**src/rtl/mult_div_ctrl.sv**
```systemverilog
// Iterative 32x32 signed multiply (radix-2 Booth) with an optional restoring divider.
// Define MULT_DIV_CTRL_DIV_EN to build the divide path (start_div, DIV state, div_zero).
module mult_div_ctrl #(
  localparam int unsigned XLEN = 32
) (
  input  logic            clock,
  input  logic            reset,
  input  logic            start_mult,
  input  logic            start_div,
  input  logic [XLEN-1:0] op_a,
  input  logic [XLEN-1:0] op_b,
  output logic            busy,
  output logic            done,
  output logic [XLEN-1:0] hi,
  output logic [XLEN-1:0] lo,
  output logic            hi_we,
  output logic            lo_we,
  output logic            div_zero
);

  localparam int unsigned CNT_W = 6;

  typedef enum logic [1:0] {S_IDLE, S_MULT, S_DIV, S_DONE} state_e;

  state_e            state_q, state_d;
  logic [CNT_W-1:0]  cnt_q, cnt_d;
  logic [XLEN:0]     acc_hi_q, acc_hi_d;
  logic [XLEN-1:0]   acc_lo_q, acc_lo_d;
  logic [XLEN-1:0]   m_q, m_d;
  logic              qm1_q, qm1_d;
  logic [XLEN-1:0]   hi_q, hi_d;
  logic [XLEN-1:0]   lo_q, lo_d;
  logic              busy_q, busy_d;
  logic              done_q, done_d;
  logic              hi_we_q, hi_we_d;
  logic              lo_we_q, lo_we_d;
  logic [XLEN:0]     booth_sum;

`ifdef MULT_DIV_CTRL_DIV_EN
  logic              div_zero_q, div_zero_d;
  logic              q_neg_q, q_neg_d;
  logic              r_neg_q, r_neg_d;
  logic [XLEN:0]     div_shift;
  logic [XLEN:0]     div_trial;
`endif

  // Next-state, datapath step and registered-output values
  always_comb begin
    state_d   = state_q;
    cnt_d     = cnt_q;
    acc_hi_d  = acc_hi_q;
    acc_lo_d  = acc_lo_q;
    m_d       = m_q;
    qm1_d     = qm1_q;
    hi_d      = hi_q;
    lo_d      = lo_q;
    done_d    = 1'b0;
    hi_we_d   = 1'b0;
    lo_we_d   = 1'b0;
    booth_sum = acc_hi_q;
`ifdef MULT_DIV_CTRL_DIV_EN
    div_zero_d = 1'b0;
    q_neg_d    = q_neg_q;
    r_neg_d    = r_neg_q;
    div_shift  = {acc_hi_q[XLEN-1:0], acc_lo_q[XLEN-1]};
    div_trial  = div_shift - {1'b0, m_q};
`endif

    case (state_q)
      S_IDLE: begin
        if (start_mult) begin
          acc_hi_d = '0;
          acc_lo_d = op_b;
          m_d      = op_a;
          qm1_d    = 1'b0;
          cnt_d    = '0;
          state_d  = S_MULT;
        end
`ifdef MULT_DIV_CTRL_DIV_EN
        else if (start_div) begin
          if (op_b == '0) begin
            // Divide by zero: flag only, result registers untouched
            state_d    = S_DONE;
            done_d     = 1'b1;
            div_zero_d = 1'b1;
          end else begin
            acc_hi_d = '0;
            acc_lo_d = op_a[XLEN-1] ? XLEN'(-op_a) : op_a;
            m_d      = op_b[XLEN-1] ? XLEN'(-op_b) : op_b;
            q_neg_d  = op_a[XLEN-1] ^ op_b[XLEN-1];
            r_neg_d  = op_a[XLEN-1];
            cnt_d    = '0;
            state_d  = S_DIV;
          end
        end
`endif
      end

      S_MULT: begin
        if (cnt_q == CNT_W'(XLEN)) begin
          state_d = S_DONE;
          hi_d    = acc_hi_q[XLEN-1:0];
          lo_d    = acc_lo_q;
          done_d  = 1'b1;
          hi_we_d = 1'b1;
          lo_we_d = 1'b1;
        end else begin
          case ({acc_lo_q[0], qm1_q})
            2'b01:   booth_sum = acc_hi_q + {m_q[XLEN-1], m_q};
            2'b10:   booth_sum = acc_hi_q - {m_q[XLEN-1], m_q};
            default: booth_sum = acc_hi_q;
          endcase
          acc_hi_d = {booth_sum[XLEN], booth_sum[XLEN:1]};
          acc_lo_d = {booth_sum[0], acc_lo_q[XLEN-1:1]};
          qm1_d    = acc_lo_q[0];
          cnt_d    = cnt_q + CNT_W'(1);
        end
      end

`ifdef MULT_DIV_CTRL_DIV_EN
      S_DIV: begin
        if (cnt_q == CNT_W'(XLEN)) begin
          state_d = S_DONE;
          lo_d    = q_neg_q ? XLEN'(-acc_lo_q) : acc_lo_q;
          hi_d    = r_neg_q ? XLEN'(-acc_hi_q[XLEN-1:0]) : acc_hi_q[XLEN-1:0];
          done_d  = 1'b1;
          hi_we_d = 1'b1;
          lo_we_d = 1'b1;
        end else begin
          // Restoring step: keep the trial difference only when it did not borrow
          if (!div_trial[XLEN]) begin
            acc_hi_d = div_trial;
            acc_lo_d = {acc_lo_q[XLEN-2:0], 1'b1};
          end else begin
            acc_hi_d = div_shift;
            acc_lo_d = {acc_lo_q[XLEN-2:0], 1'b0};
          end
          cnt_d = cnt_q + CNT_W'(1);
        end
      end
`endif

      S_DONE:  state_d = S_IDLE;
      default: state_d = S_IDLE;
    endcase

    busy_d = (state_d != S_IDLE);
  end

  always_ff @(posedge clock or negedge reset) begin
    if (!reset) begin
      state_q  <= S_IDLE;
      cnt_q    <= '0;
      acc_hi_q <= '0;
      acc_lo_q <= '0;
      m_q      <= '0;
      qm1_q    <= 1'b0;
      hi_q     <= '0;
      lo_q     <= '0;
      busy_q   <= 1'b0;
      done_q   <= 1'b0;
      hi_we_q  <= 1'b0;
      lo_we_q  <= 1'b0;
    end else begin
      state_q  <= state_d;
      cnt_q    <= cnt_d;
      acc_hi_q <= acc_hi_d;
      acc_lo_q <= acc_lo_d;
      m_q      <= m_d;
      qm1_q    <= qm1_d;
      hi_q     <= hi_d;
      lo_q     <= lo_d;
      busy_q   <= busy_d;
      done_q   <= done_d;
      hi_we_q  <= hi_we_d;
      lo_we_q  <= lo_we_d;
    end
  end

`ifdef MULT_DIV_CTRL_DIV_EN
  always_ff @(posedge clock or negedge reset) begin
    if (!reset) begin
      div_zero_q <= 1'b0;
      q_neg_q    <= 1'b0;
      r_neg_q    <= 1'b0;
    end else begin
      div_zero_q <= div_zero_d;
      q_neg_q    <= q_neg_d;
      r_neg_q    <= r_neg_d;
    end
  end

  assign div_zero = div_zero_q;
`else
  logic unused_start_div;
  assign unused_start_div = start_div;
  assign div_zero = 1'b0;
`endif

  assign busy  = busy_q;
  assign done  = done_q;
  assign hi    = hi_q;
  assign lo    = lo_q;
  assign hi_we = hi_we_q;
  assign lo_we = lo_we_q;

endmodule

```
**config.mk**
```make
export PLATFORM = sky130hd
export DESIGN_NAME = mult_div_ctrl
export DESIGN_NICKNAME = d
export VERILOG_FILES = /design/src/rtl/mult_div_ctrl.sv
export SDC_FILE = /design/constraint.sdc
export NUM_CORES = 1
export LEC_CHECK = 0
export ABC_AREA = 1
export ABC_CLOCK_PERIOD_IN_PS = 3800
export BUFFER_PORTS_ARGS = -buffer_cell sky130_fd_sc_hd__buf_2
export CAP_MARGIN = 20
export CORE_MARGIN = 5
export CORE_UTILIZATION = 54
export CTS_CLUSTER_SIZE = 30
export DETAILED_ROUTE_END_ITERATION = 16
export GPL_TIMING_DRIVEN = 0
export PLACE_DENSITY = 0.73
export RECOVER_POWER = 25
export SLEW_MARGIN = 25
export SYNTH_ARGS = -nofsm -noshare
export SYNTH_HDL_FRONTEND = slang
export SYNTH_SLANG_ARGS = --single-unit
export TNS_END_PERCENT = 1
```
**constraint.sdc**
```tcl
create_clock -name clock -period 3.8 [get_ports clock]
set_clock_uncertainty 0.2 [all_clocks]
set_input_delay 0.19 -clock clock [delete_from_list [all_inputs] [get_ports clock]]
set_output_delay 0.19 -clock clock [all_outputs]
set_load 0.02 [all_outputs]
```
== Word-level counts from Yosys, hierarchy flattened ==
Index checks and enable logic that the tools add are counted.
Storage, ports and cells
  logic and storage cells: 43
  flip-flop bits (word level): 172
  output and inout port bits: 69
  input bits: 68
Cells by class
  $add $sub $neg: 3
  reduce and logical (&&, ||, !) cells: 6
  equal/unequal tests: 6
  muxes and demuxes: 18
Operators with widths (number)
  $pmux W33 S2: 2
  $mux W33: 2
  $mux W32: 2
  $pmux W32 S2: 1
  $add A33 B33 Y33: 1
  $sub A33 B33 Y33: 1
  $mux W6: 2
  $pmux W6 S2: 1
  $add A6 B1 Y6 const B: 1
  $eq A6 B6 Y1 const B: 1
  $eq A2 B1 Y1 const B: 2
  $mux W1: 4
  $mux W2: 2
  $ne A2 B2 Y1 const B: 2
  $pmux W2 S2: 1
  $reduce_and A2 Y1: 2
  $reduce_bool A2 Y1: 2
  $reduce_and A3 Y1: 1
  $eq A2 B2 Y1 const B: 1
  $logic_not A2 Y1: 1
  $pmux W1 S2: 1

== Logic depth before layout (Yosys ltp) ==
  depth in word-level cells: 4
  depth in mapped cells: 24
  mapped depth without buffers: 24

== Least setup slack after synthesis ==
No wires, ideal clock.
  kind: flip-flop to flip-flop
  start: register acc_lo_q[0]
  end: register acc_hi_q[17]
  path buffers: 3
  period minus slack after synthesis: 2885 ps
  stages on the path, launching flop included: 21
  slack: 915 ps
  arrival: 2567 ps
  required time: 3482 ps
  library setup time: 118 ps
  cells stage by stage: dfrtp_1 > ha_1 > clkbuf_2 > inv_2 > buf_2 > buf_2 > nand2_1 > xor2_1 > inv_1 > ha_1 > nand2_1 > inv_1 > nand2_1 > nand2_1 > nand3b_1 > nand2_1 > nand2_1 > nand2_1 > nand3_1 > nand2_1 > o21ai_2
On the way
  longest elaborated chain between the ends: 4
  elaborated cells between the ends (all ways): 5
  those cells by class: eq/ne (2); mux (3)
RTL lines
  from (decl): line 28  | logic [XLEN-1:0] acc_lo_q, acc_lo_d;
  from (signal assigned): line 168  | acc_lo_q <= acc_lo_d;
  $eq A2 B2 Y1 or $eq A2 B1 Y1 (tied branches): line 108  | case ({acc_lo_q[0], qm1_q})
  $pmux W33 S2 (*): line 108
  $mux W33 (*): line 100  | if (cnt_q == CNT_W'(XLEN)) begin
  $pmux W33 S2 (*): line 69  | case (state_q)
  to (signal assigned): line 167  | acc_hi_q <= acc_hi_d;
  to (decl): line 27  | logic [XLEN:0] acc_hi_q, acc_hi_d;
Mark *: on every way between the ends. The rest lies on a longest branch, timed or not. The select of a mux whose other input is x is not followed.
A chain may end at the register's enable or synchronous reset.

== Worst setup path after layout ==
  start: register acc_lo_q[0]
  end: register acc_hi_q[26]
The elaborated chain is that of the path after synthesis.

==> flow_metrics.env <==
export IMPL_max_clock_path_buffers=2
export IMPL_rr_worst_depth=20
export IMPL_finalSetupViolCount=0
export IMPL_worst_setup_hold_path_clk_slew_ps=80
export IMPL_die_h_um=149.4
export IMPL_grt_antenna_before_repair=0
export IMPL_cp_max_fo=10
export IMPL_die_span_x_um=149.4
export IMPL_nFillCells=1690
export IMPL_syn_area_um2=10490
export IMPL_most_used_cells_in_the_layout_excluding_fill_and_tap_cells="sky130_fd_sc_hd__nand2_1 (449), sky130_fd_sc_hd__inv_1 (245), sky130_fd_sc_hd__dfrtp_1 (171), sky130_fd_sc_hd__buf_2 (146), sky130_fd_sc_hd__o21ai_1 (77)"
export IMPL_grt_ovfl_total=0
export IMPL_drt_total_wl_mm=28.59
export IMPL_worstPathBufferInverterCount=5
export IMPL_post_synth_mux_area_share_pct=0
export IMPL_rrSetupSlack_ps=280
export IMPL_rows=51
export IMPL_ant_nets=0
export IMPL_worst_path_stages=20
export IMPL_holdPathEnd="m_q[29]"
export IMPL_dp_hpwl_mm=21.93
export IMPL_placeable_core_region_um2=19270
export IMPL_cpPeakStageDelay_ps=400
export IMPL_synthXorXnorAreaFrac_pct=3.172
export IMPL_antenna_cells=0
export IMPL_cts_htree_levels=4
export IMPL_grt_start_max_net_pins=65
export IMPL_clk_sinks=171
export IMPL_flow_area_growth_from_synthesis_pct=22.16
export IMPL_max_cap_violations=1
export IMPL_simple_gate_share_of_the_synthesized_area_pct=25.78
export IMPL_timing_critical_path_arrival_ps=3650
export IMPL_drc=0
export IMPL_post_place_ws_ps=269.1
export IMPL_global_route_usage_met2_pct=44.25
export IMPL_slew_limit_headroom_pct=-69.58
export IMPL_synth_warning_count=0
export IMPL_source_of_the_worst_hold_timing_path="op_a[29]"
export IMPL_reg2reg_to="acc_hi_q[26]"
export IMPL_min_delay_path_class="in2reg"
export IMPL_layout_drive_gt1_share_pct=15.27
export IMPL_grtUsageTotal_pct=26.17
export IMPL_status="complete, but fails checks"
export IMPL_drt_wirelength_per_cell_um=14.68
export IMPL_ys_seq_area_share_pct=40.79
export IMPL_critical_path_startpoint_type="flip-flop"
export IMPL_timing_final_hold_violations=0
export IMPL_postSynth_asyncResetShare_pct=100.0
export IMPL_use_met1_pct=35.57
export IMPL_grt_pass1_vias=9509
export IMPL_root_buffer="sky130_fd_sc_hd__clkbuf_16"
export IMPL_achievable_frequency_ghz=0.2845
export IMPL_firstDrtPassIters=6
export IMPL_critical_path_required_ps=3940
export IMPL_final_nets=1775
export IMPL_critPathMostFrequentCell="sky130_fd_sc_hd__nand2_1"
export IMPL_critical_path_endpoint_type="flip-flop"
export IMPL_synth_seq_cells=171
export IMPL_violations="max-capacitance violations, max-slew violations"
export IMPL_cts_tree="yes"
export IMPL_path_class="reg2reg"
export IMPL_critical_path_cell_chain="ha_1 -> clkbuf_2 -> inv_2 -> buf_2 -> clkbuf_4 -> o21ai_1 -> xor2_1 -> ha_1 -> nand2_1 -> inv_1 -> nand2_1 -> nand2_1 -> nand2_1 -> nand2_1 -> a21oi_1 -> nand2_1 -> nand2_1 -> nand3_1 -> nand2_1 -> nand2_1"
export IMPL_final_period_utilization_pct=92.50
export IMPL_gp_congestion=0.9825
export IMPL_synth_adder_area_share_pct=4.484
export IMPL_synth_edf_count=0
export IMPL_cts_inserted_buffers=17
export IMPL_synth_fp_nets=1554
export IMPL_cell_area_placed_um2=11560
export IMPL_grt_most_used_layer="met2"
export IMPL_post_route_worst_setup_slack_ps=284.9
export IMPL_worst_r2r_startpoint="acc_lo_q[0]"
export IMPL_floorplan_initialDensity_pct=54.44
export IMPL_grt_util_met3_pct=3.889
export IMPL_die_area_um2=22320
export IMPL_place_port_buffers=134
export IMPL_maxSlewViolCount=47
export IMPL_synth_top_family_by_area="simple AND/OR/NAND/NOR gates"
export IMPL_timing_hold_worst_path_depth=4
export IMPL_commonest_non_fill_non_tap_cell_in_the_layout="sky130_fd_sc_hd__nand2_1"
export IMPL_num_vias=9758
export IMPL_number_of_instances_in_the_synthesized_netlist=1449
export IMPL_netlist_cell_type_count=49
export IMPL_io_pins=137
export IMPL_finalCriticalPeriod_ps=3515
export IMPL_critical_path_slowest_cell="sky130_fd_sc_hd__dfrtp_1"
export IMPL_finalInstanceArea_um2=12820
export IMPL_insertion_delay_ps=440
export IMPL_number_of_drc_violations_after_detailed_routing_iteration_0=598
export IMPL_avgViaCountPerCell=5.009
export IMPL_unrepaired_setup_endpoints_after_global_routing="no"
export IMPL_ys_flop_type="sky130_fd_sc_hd__dfrtp_1"
export IMPL_fraction_of_the_mapped_netlist_area_in_compound_gates_pct=13.88
export IMPL_timing_critical_path_max_delay_family="buffers and inverters"
export IMPL_postSynthAreaPerCell_um2=7.240
export IMPL_cts_repair_timing_setup_buffer_count=0
export IMPL_grt_first_pass_wirelength_mm=46.57
export IMPL_tightestPinTransition_ps=2544
-- metal layers --
metal,part of all wire [%],wire length (um)
met3,5.6,1595
met1,46,13030
met4,1.4,413
met2,47,13560
met5,0,0
-- area by class of cell --
type | instances | area, um2 | share of cell area [%]
Multi-Input combinational cell | 967 | 4971 | 38.79
Sequential cell | 171 | 4279 | 33.39
Timing Repair Buffer | 202 | 1385 | 10.81
Inverter | 260 | 975.9 | 7.615
Clock buffer | 17 | 425.4 | 3.319
Tap cell | 265 | 331.6 | 2.587
Buffer | 51 | 270.3 | 2.109
Clock inverter | 15 | 177.7 | 1.386
-- worst min-delay path: stages --
cell and delay [ps]:
sky130_fd_sc_hd__dlygate4sd3_1 520, sky130_fd_sc_hd__buf_2 90, sky130_fd_sc_hd__nand2_1 40, sky130_fd_sc_hd__nand2_1 50
-- kinds of logic after synthesis --
| group | count (synthesis) |
|---|---|
| and+or+nand+nor | 634 |
| DFF | 171 |
| xor gates and xnor gates | 38 |
| other | 1 |
| AOI/OAI and AO/OA | 257 |
| adders and majority gates | 37 |
| buffers and inverters | 311 |
-- sequential cells by signal, summed over array words and instances (netlist names) --
signal    cells
acc_hi_q     32
acc_lo_q     32
busy          1
cnt_q         6
hi           32
lo           32
lo_we         1
m_q          32
qm1_q         1
state_q       2
-- worst max path at each step --
stage,from,endpoint
after floorplan,acc_lo_q[0],acc_hi_q[17]
after global placement,reset,m_q[26]
after detailed placement,acc_lo_q[0],acc_hi_q[22]
after CTS,acc_lo_q[0],acc_hi_q[22]
after global routing,acc_lo_q[0],acc_hi_q[27]
final,acc_lo_q[0],acc_hi_q[26]
-- synthesized netlist by cell type, types with 9 or more instances --
cell type	n	share of area (%)
sky130_fd_sc_hd__nor2_1	65	2.3
sky130_fd_sc_hd__inv_2	14	0.50
sky130_fd_sc_hd__inv_1	245	8.8
sky130_fd_sc_hd__nand2_2	12	0.72
sky130_fd_sc_hd__nor2_2	9	0.54
sky130_fd_sc_hd__nand3_1	58	2.8
sky130_fd_sc_hd__dfrtp_1	171	41
sky130_fd_sc_hd__buf_2	14	0.67
sky130_fd_sc_hd__o21ai_1	77	3.7
sky130_fd_sc_hd__a21oi_1	48	2.3
sky130_fd_sc_hd__clkbuf_1	23	0.82
sky130_fd_sc_hd__xor2_1	34	2.8
sky130_fd_sc_hd__nor3_1	11	0.52
sky130_fd_sc_hd__o21ai_0	73	3.5
sky130_fd_sc_hd__a22oi_1	22	1.6
sky130_fd_sc_hd__o211ai_1	14	1.0
sky130_fd_sc_hd__ha_1	36	4.3
sky130_fd_sc_hd__nand2_1	449	16
-- stage by stage --
stage	hold slack, ps	cells	TNS (ps)	util (%)
4_1_cts	26.52	1948	0	66.54
5_1_grt	298.8	1948	0	66.50
3_3_place_gp	183.0	1848	-41450	59.64
3_5_place_dp	-97.38	1850	0	59.98
6_report	278.0	1948	0	66.50
2_1_floorplan	-305.6	1449	0	-
-- repair_timing --
item / CTS / global route
setup endpoints to repair: 0 / 2
hold buffers: 66 / 0
gates resized for setup: 0 / 2
endpoints found under the hold margin: 174 / 0
Power is not shown: default switching activity piles up to over one toggle a cycle in this logic, so the estimate is an artifact.
